===== config.mk =====
export PLATFORM = sky130hd
export DESIGN_NAME = uart_byte_receiver
export DESIGN_NICKNAME = d
export VERILOG_FILES = /design/src/rtl/uart_pkg.sv /design/src/rtl/uart_rx_sync.sv /design/src/rtl/uart_byte_receiver.sv
export SDC_FILE = /design/constraint.sdc
export NUM_CORES = 1
export LEC_CHECK = 0
export ABC_AREA = 0
export CORE_ASPECT_RATIO = 1.25
export CORE_UTILIZATION = 56
export DETAILED_ROUTE_END_ITERATION = 6
export PLACE_DENSITY = 0.78
export SYNTH_ARGS = -nofsm -noshare
export SYNTH_HDL_FRONTEND = slang
export SYNTH_SLANG_ARGS = --single-unit
export TNS_END_PERCENT = 100

===== constraint.sdc =====
create_clock -name clk_in -period 2.2 [get_ports clk_in]
set_input_delay 0.55 -clock clk_in [delete_from_list [all_inputs] [get_ports clk_in]]
set_output_delay 0.55 -clock clk_in [all_outputs]
set_load 0.1 [all_outputs]

===== src/rtl/uart_pkg.sv =====
// Shared definitions for the UART receive path: frame constants, FSM state
// encodings and bit-timing helpers.
package uart_pkg;

  localparam int UART_DATA_BITS = 8;
  localparam int UART_IDX_W     = $clog2(UART_DATA_BITS);

  localparam logic [2:0] ST_IDLE      = 3'd0;
  localparam logic [2:0] ST_START     = 3'd1;
  localparam logic [2:0] ST_DATA      = 3'd2;
  localparam logic [2:0] ST_STOP      = 3'd3;
  localparam logic [2:0] ST_WAIT_IDLE = 3'd4;

  // Counter reload that lands the start-bit sample in the middle of the bit.
  function automatic int half_bit_reload(input int bit_clks);
    return bit_clks / 2 - 1;
  endfunction

endpackage


===== src/rtl/uart_rx_sync.sv =====
// Two-flop synchronizer for an asynchronous serial line plus falling-edge detect.
// All flops reset to the idle-high line level so reset release never fakes a start edge.
module uart_rx_sync (
  input  logic clk_in,
  input  logic reset,
  input  logic rx_async,
  output logic rx_s,
  output logic rx_fall
);

  logic sync_q1;
  logic sync_q2;
  logic rx_prev;

  // NOTE: sequential state uses non-blocking assignments so every flop samples
  // the pre-edge value of its neighbour, giving a true shift chain.
  always_ff @(posedge clk_in or posedge reset) begin
    if (reset) begin
      sync_q1 <= 1'b1;
      sync_q2 <= 1'b1;
      rx_prev <= 1'b1;
    end else begin
      sync_q1 <= rx_async;
      sync_q2 <= sync_q1;
      rx_prev <= sync_q2;
    end
  end

  assign rx_s    = sync_q2;
  assign rx_fall = rx_prev & ~sync_q2;

endmodule


===== src/rtl/uart_byte_receiver.sv =====
// 8N1 UART receiver with a one-entry valid/ready output buffer.
// Define UART_BYTE_RECEIVER_MAJORITY_EN for 3-sample majority voting (needs BIT_CLKS >= 6).
module uart_byte_receiver
  import uart_pkg::*;
#(
  parameter int BIT_CLKS    = 50,
  parameter int COUNT_WIDTH = 8
) (
  input  logic       clk_in,
  input  logic       reset,
  input  logic       uart_rx,
  output logic [7:0] rx_data,
  output logic       rx_valid,
  input  logic       rx_ready,
  output logic       rx_running,
  output logic       frame_error,
  output logic       overrun
);

  localparam logic [COUNT_WIDTH-1:0] HALF_RELOAD = COUNT_WIDTH'(half_bit_reload(BIT_CLKS));
  localparam logic [COUNT_WIDTH-1:0] FULL_RELOAD = COUNT_WIDTH'(BIT_CLKS - 1);

  logic                      rx_s;
  logic                      rx_fall;
  logic [2:0]                state;
  logic [COUNT_WIDTH-1:0]    bit_cnt;
  logic [UART_IDX_W-1:0]     bit_idx;
  logic [UART_DATA_BITS-1:0] shift_reg;
  logic                      bit_tick;
  logic                      sample_bit;
  logic                      byte_done;

  uart_rx_sync u_sync (
    .clk_in   (clk_in),
    .reset    (reset),
    .rx_async (uart_rx),
    .rx_s     (rx_s),
    .rx_fall  (rx_fall)
  );

`ifdef UART_BYTE_RECEIVER_MAJORITY_EN
  // rx_hist1/rx_hist2 hold rx_s as seen at counter values 1 and 2.
  logic rx_hist1;
  logic rx_hist2;

  always_ff @(posedge clk_in or posedge reset) begin
    if (reset) begin
      rx_hist1 <= 1'b1;
      rx_hist2 <= 1'b1;
    end else begin
      rx_hist1 <= rx_s;
      rx_hist2 <= rx_hist1;
    end
  end

  assign sample_bit = (rx_s & rx_hist1) | (rx_s & rx_hist2) | (rx_hist1 & rx_hist2);
`else
  assign sample_bit = rx_s;
`endif

  assign bit_tick   = (bit_cnt == '0);
  assign byte_done  = (state == ST_STOP) && bit_tick && sample_bit;
  assign rx_running = (state != ST_IDLE);

  always_ff @(posedge clk_in or posedge reset) begin
    if (reset) begin
      state       <= ST_IDLE;
      bit_cnt     <= '0;
      bit_idx     <= '0;
      shift_reg   <= '0;
      frame_error <= 1'b0;
    end else begin
      frame_error <= 1'b0;
      case (state)
        ST_IDLE: begin
          if (rx_fall) begin
            state   <= ST_START;
            bit_cnt <= HALF_RELOAD;
          end
        end
        ST_START: begin
          if (bit_tick) begin
            if (!sample_bit) begin
              state   <= ST_DATA;
              bit_cnt <= FULL_RELOAD;
              bit_idx <= '0;
            end else begin
              state <= ST_IDLE;
            end
          end else begin
            bit_cnt <= bit_cnt - COUNT_WIDTH'(1);
          end
        end
        ST_DATA: begin
          if (bit_tick) begin
            shift_reg[bit_idx] <= sample_bit;
            bit_cnt            <= FULL_RELOAD;
            if (bit_idx == UART_IDX_W'(UART_DATA_BITS - 1)) begin
              state <= ST_STOP;
            end else begin
              bit_idx <= bit_idx + UART_IDX_W'(1);
            end
          end else begin
            bit_cnt <= bit_cnt - COUNT_WIDTH'(1);
          end
        end
        ST_STOP: begin
          if (bit_tick) begin
            if (sample_bit) begin
              state <= ST_IDLE;
            end else begin
              frame_error <= 1'b1;
              state       <= ST_WAIT_IDLE;
            end
          end else begin
            bit_cnt <= bit_cnt - COUNT_WIDTH'(1);
          end
        end
        // A held-low line (break) must return high before a new start is armed.
        ST_WAIT_IDLE: begin
          if (rx_s) state <= ST_IDLE;
        end
        default: state <= ST_IDLE;
      endcase
    end
  end

  // One-entry buffer: a completion may replace the byte only if it is being accepted.
  always_ff @(posedge clk_in or posedge reset) begin
    if (reset) begin
      rx_data  <= '0;
      rx_valid <= 1'b0;
      overrun  <= 1'b0;
    end else begin
      overrun <= 1'b0;
      if (byte_done) begin
        if (!rx_valid || rx_ready) begin
          rx_data  <= shift_reg;
          rx_valid <= 1'b1;
        end else begin
          overrun <= 1'b1;
        end
      end else if (rx_valid && rx_ready) begin
        rx_valid <= 1'b0;
      end
    end
  end

endmodule


== Yosys cells after proc, flatten, opt, wreduce, memory -nomap -nowiden ==
Cells that the tools add are included.
Widths: inputs -> output; s select.

* Memories: 0
* RAM bits: 0
* Bits in registers: 36
* Logic and storage cells: 82
* Output and inout bits: 12
* Memory bits (read-only): 0
* Bits in latches: 0

* Multipliers: 0
* Add/sub/neg operators: 2
* Divide/modulo/power cells: 0
* Order comparisons: 2
* Reductions and logical operators: 18
* Equal/unequal tests: 16
* Shift-type cells: 0
* Bitwise operators: 2
* Mux-type cells: 31

{| class="wikitable"
|+ Operators with widths
! operator !! number
|-
| $mux 8 || 5
|-
| $mux 3 || 11
|-
| $pmux 8 s4 || 1
|-
| $ne 2x2->1 const B || 8
|-
| $pmux 3 s5 || 1
|-
| $mux 1 || 9
|-
| $bwmux 8 || 1
|-
| $logic_not 8->1 || 1
|-
| $sub 8x1->8 const B || 1
|-
| $eq 3x2->1 const B || 2
|-
| $eq 3x3->1 const B || 2
|-
| $pmux 3 s2 || 1
|-
| $reduce_and 2->1 || 3
|-
| $reduce_and 6->1 || 1
|-
| $reduce_and 5->1 || 1
|-
| $logic_and 1x1->1 || 4
|-
| $lt 3x4->1 const B || 1
|-
| $ne 2x1->1 const B || 2
|-
| $reduce_and 4->1 || 1
|-
| $reduce_bool 2->1 || 2
|-
| $reduce_bool 4->1 || 1
|-
| $add 3x1->3 const B || 1
|-
| $demux 1 s3 || 1
|-
| $eq 3x1->1 const B || 1
|-
| 9 further kinds || 9
|}

== Logic depth before layout (Yosys ltp) ==
* Depth in word-level cells: 5
* Depth in mapped cells: 6

== Hierarchy ==
Synthesis repeated with hierarchy kept, for this count alone.

* Cells, all modules: 158
* Area, all modules: 1,786.7 sq um

{| class="wikitable"
|+ By module, submodules not included
! module !! sequential area each (sq um) !! area an instance (sq um) !! cells each !! times used
|-
| uart_byte_receiver || 825.8 || 1,690.4 || 153 || 1
|-
| uart_rx_sync || 78.8 || 96.3 || 5 || 1
|}

== Worst setup path before layout ==
Ideal clock, no wire load.

* Kind: reg2reg
* Start: register bit_cnt[0]
* End: register rx_data[0]
* Data arrival time: 1.856 ns
* Library setup time: 0.125 ns
* Period minus slack after synthesis: 1.982 ns
* Cell stages (with the launch flop): 7
* Data required time: 2.075 ns
* Path slack: 0.218 ns
* Cell sequence: dfrtp_1 -> inv_1 -> ha_1 -> nor4b_4 -> nand3_4 -> nor3b_4 -> mux2_2

* Word-level cells in the longest chain between the ends: 4

{| class="wikitable"
|+ RTL lines
! element !! line !! text
|-
| start: declaration || uart_byte_receiver.sv:26 || <nowiki>logic [COUNT_WIDTH-1:0] bit_cnt;</nowiki>
|-
| start signal: assignment || uart_byte_receiver.sv:91 || <nowiki>bit_cnt <= bit_cnt - COUNT_WIDTH'(1);</nowiki>
|-
| start signal: assignment || uart_byte_receiver.sv:104 || <nowiki>bit_cnt <= bit_cnt - COUNT_WIDTH'(1);</nowiki>
|-
| start signal: assignment || uart_byte_receiver.sv:116 || <nowiki>bit_cnt <= bit_cnt - COUNT_WIDTH'(1);</nowiki>
|-
| $logic_not 8->1 || uart_byte_receiver.sv:61 || <nowiki>assign bit_tick = (bit_cnt == '0);</nowiki>
|-
| $logic_and 1x1->1 (2 in series) || uart_byte_receiver.sv:62 || <nowiki>assign byte_done = (state == ST_STOP) && bit_tick && sample_bit;</nowiki>
|-
| $reduce_and 2->1 (no line) || - ||
|-
| end signal: assignment || uart_byte_receiver.sv:138 || <nowiki>rx_data <= shift_reg;</nowiki>
|-
| end: declaration || uart_byte_receiver.sv:12 || <nowiki>output logic [7:0] rx_data,</nowiki>
|}

Every way passes these cells.
A chain may end at the register's enable or synchronous reset.

== Final worst setup path ==
* Start: register state[0]
* End: output rx_running

* Word-level cells in the longest chain between the ends: 1

{| class="wikitable"
|+ RTL lines
! element !! line !! text
|-
| start: declaration || uart_byte_receiver.sv:25 || <nowiki>logic [2:0] state;</nowiki>
|-
| start signal: assignment || uart_byte_receiver.sv:67 || <nowiki>state <= ST_IDLE;</nowiki>
|-
| start signal: assignment || uart_byte_receiver.sv:77 || <nowiki>state <= ST_START;</nowiki>
|-
| start signal: assignment || uart_byte_receiver.sv:84 || <nowiki>state <= ST_DATA;</nowiki>
|-
| $reduce_bool 3->1 || uart_byte_receiver.sv:63 || <nowiki>assign rx_running = (state != ST_IDLE);</nowiki>
|-
| end: declaration || uart_byte_receiver.sv:15 || <nowiki>output logic rx_running,</nowiki>
|}

Every way passes these cells.

==> results by group <==
Status
  – Status: finished clean

Timing
  – Fin crit period: between 2000 and 2500 ps
  – Tightest Pin Transition: about 440 ps
  – Unrepaired setup endpoints after global routing: yes
  – Layout Skew: between 5 and 6 ps
  – Fin. max-slew vios: 0
  – Final hold vios: 0
  – Post-Route Setup TNS: 0 ps
  – Rel. slew slack: a little over two thirds
  – Fmax: 481.5 MHz
  – Tcrit/Tclk final: a little over nine tenths
  – Endpoints failing setup: 0

Setup path
  – Critical Path Source: state[0]
  – CP Max Fanout: 11
  – Startpoint types: flip-flop
  – Critical path class: reg2out
  – CP endpoint kind: output pin
  – Reg2Reg Depth: 8
  – Reg2reg start: bit_cnt[0]
  – CP Data Required Time: between 1500 and 2000 ps
  – Worst path slowest cell: dfrtp_1
  – Worst path cell trace: nor2_2 > nand2_1 > buf_12
  – Crit path DAT: between 1500 and 2000 ps
  – CP max stage delay: 550 ps

Synth
  – Syn Nets: about 170
  – Yosys warnings: 0
  – Syn Inst Count: roughly 160
  – Most instantiated cells after synthesis: 33 x dfrtp_1, 15 x mux2_2, 11 x nand2_1
  – Synth cell types: 49
  – Synthesized flop and latch total: 36
  – Area contributors post-synth: dfrtp_1 46%, mux2_2 9.3%, dfstp_2 4.3%
  – Ys flop type: dfrtp_1
  – Syn avg cell area: approximately 11 µm²
  – Most frequent cell after synthesis: dfrtp_1
  – Top cell type's share of synthesized area: a little under half
  – Register area share after synthesis: around half
  – Mapped Area: 1813 µm²
  – Leading area contributor after synthesis: dfrtp_1
  – Post-synth EDFFs: 0
  – Async set or reset register ratio after synthesis: 100.0%

Floorplan
  – Core Box Area: roughly 3000 µm²
  – Die ar.: 3470 µm²
  – Row cnt: 22
  – Die X: approximately 53 µm
  – Die height: roughly 66 µm
  – Starting Density: around 60%
  – Top Ports: 16

Final layout
  – Reg area: 905.9 µm²
  – Multi-input logic area: 873.3 µm²
  – N_diodes: 0
  – Number of fill cells: between 200 and 250
  – Finished Cell Area: between 2000 and 2500 µm²
  – Layout cells sized above 1: about a third
  – # nets final: 190
  – Layout area overhead: 17.81%

Placement
  – Dpl hpwl: ~2800 µm
  – GP Congestion: ~0.89
  – Cell Area, Placed: just over 2000 µm²
  – IO Port Bufs: 15

Power and ir drop
  – Sequential Power Share: a little under half
  – Maximum vdd drop: between 0.6 and 0.7 mV
  – Portion of total power attributed to combinational logic: between 30% and 40%
  – Switching Share: 36.31%
  – Clk pwr share: 22.6%
  – Lkg Pwr: approximately 0.96 nW
  – Power Total: roughly 2.0 mW
  – Pint: 1.283 mW
  – PwrDens: around 940 nW/µm²
  – P_sw: about 0.73 mW

CTS
  – Total setup buffers inserted after CTS: 0
  – CTS resizes: 0
  – CTS Hold Buffers Added: 0
  – Max Buffers Root-to-Sink: 2
  – Clock sink total: 36
  – Skew-Pair Late Insertion Delay: about 330 ps
  – Root buffer cell: clkbuf_4
  – CTS clk-pin slew, worst paths: approximately 100 ps
  – CTS H-tree depth: 2
  – CTS Buf Count: 5
  – CTS tree: built

Routing
  – DRT antenna net count: 0
  – Wirelength per Cell: 17.85 µm
  – Number of vias in the routed layout: approximately 1300
  – Starting DRT DRC Count: 57
  – Post-DR vias/cell: between 6 and 7
  – Final routed DRC violation total: 0
  – WL final: ~4000 µm
  – First-pass DRT Iterations: 4

Global route
  – Number of global-route vias before repair: roughly 1400
  – Largest net degree at the start of global routing: 37
  – All-layer global routing usage: a little over a quarter
  – Initial antenna violation count: 0
  – Overflow after GRT: 0
  – First-pass GRT wire length: 6637 µm

Min path
  – Start point of the worst hold path: u_sync.sync_q1
  – Hold WC Path Type: reg2reg
  – Hold Path Depth: 0

Run
  – Max Cap Viol: 0
==> power by group through the flow <==
| stage | Sequential (mW) | Clock (mW) | Combinational, mW |
|---|---|---|---|
| 2_1_floorplan | 0.861 | 0 | 0.486 |
| 3_3_place_gp | 0.913 | 0 | 0.585 |
| 3_5_place_dp | 0.921 | 0 | 0.620 |
| 4_1_cts | 0.910 | 0.462 | 0.625 |
| 5_1_grt | 0.941 | 0.497 | 0.696 |
| 6_report | 0.920 | 0.454 | 0.641 |
==> layer usage <==
| layer | vias to the layer above | global-route usage, % | wire, µm |
|---|---|---|---|
| met2 | 40 | 47.31 | 2077 |
| li1 | 630 | - | - |
| met3 | 9 | 5.556 | 170 |
| met4 | 0 | 10.53 | 68 |
| met1 | 667 | 31.85 | 1593 |
| met5 | - | 0 | 0 |
==> critical path, delay by kind of cell (launching register included) <==
family | cells | cell delay (ps)
flip-flops | 1 | 550
AND/OR/NAND/NOR | 2 | 450
buffers and inverters | 1 | 190
==> final cells by class <==
class,count,area share (%)
clock buffers,6,1.933
clock inverters,2,1.640
inverters,8,1.406
multi-input cells,108,40.89
flip-flops and latches,36,42.41
well taps,36,2.109
repair buffers,23,9.608
==> per-stage QoR <==
step           std cells  util [%]  setup WS, ps  hold WS, ps
3_5_place_dp         211     67.97         128.4        362.7
4_1_cts              219     70.52         27.93        378.7
2_1_floorplan        158         -         218.3        345.2
3_3_place_gp         211     67.97         220.9        347.5
5_1_grt              219     71.18        -12.77        378.3
6_report             219     71.18         123.2        374.8
==> cells in the final DEF (no fill, tap or decap), drive strengths merged, types with 2 or more instances in the layout <==
cell type / n
a211oi: 3
a21o: 3
a21oi: 7
a221o: 2
and4: 2
buf: 20
clkbuf: 6
clkdlybuf4s50: 3
dfrtp: 33
dfstp: 3
ha: 4
inv: 8
mux2: 17
nand2: 11
nand2b: 2
nand3: 4
nand3b: 2
nor2: 9
nor3: 7
nor3b: 7
nor4b: 2
o211ai: 2
o21ai: 4
==> worst paths after layout <==
path,endpoint,slack (ps)
worst max-delay path,rx_running,120
worst min-delay path,u_sync.rx_s,370
worst max register to register,rx_data[5],130
worst min register to register,u_sync.rx_s,370
max in group asynchronous,u_sync.sync_q1,1260
min in group asynchronous,rx_valid,600
==> cell families after synthesis <==
family / count (synthesis) / synth area share [%]
AOI/OAI and AO/OA: 32 / 12.91
buffers and inverters: 14 / 2.967
muxes: 18 / 11.11
DFF: 36 / 49.90
adders and majority gates: 4 / 2.761
and+or+nand+nor: 54 / 20.36
(Power assumes the default switching activity.)
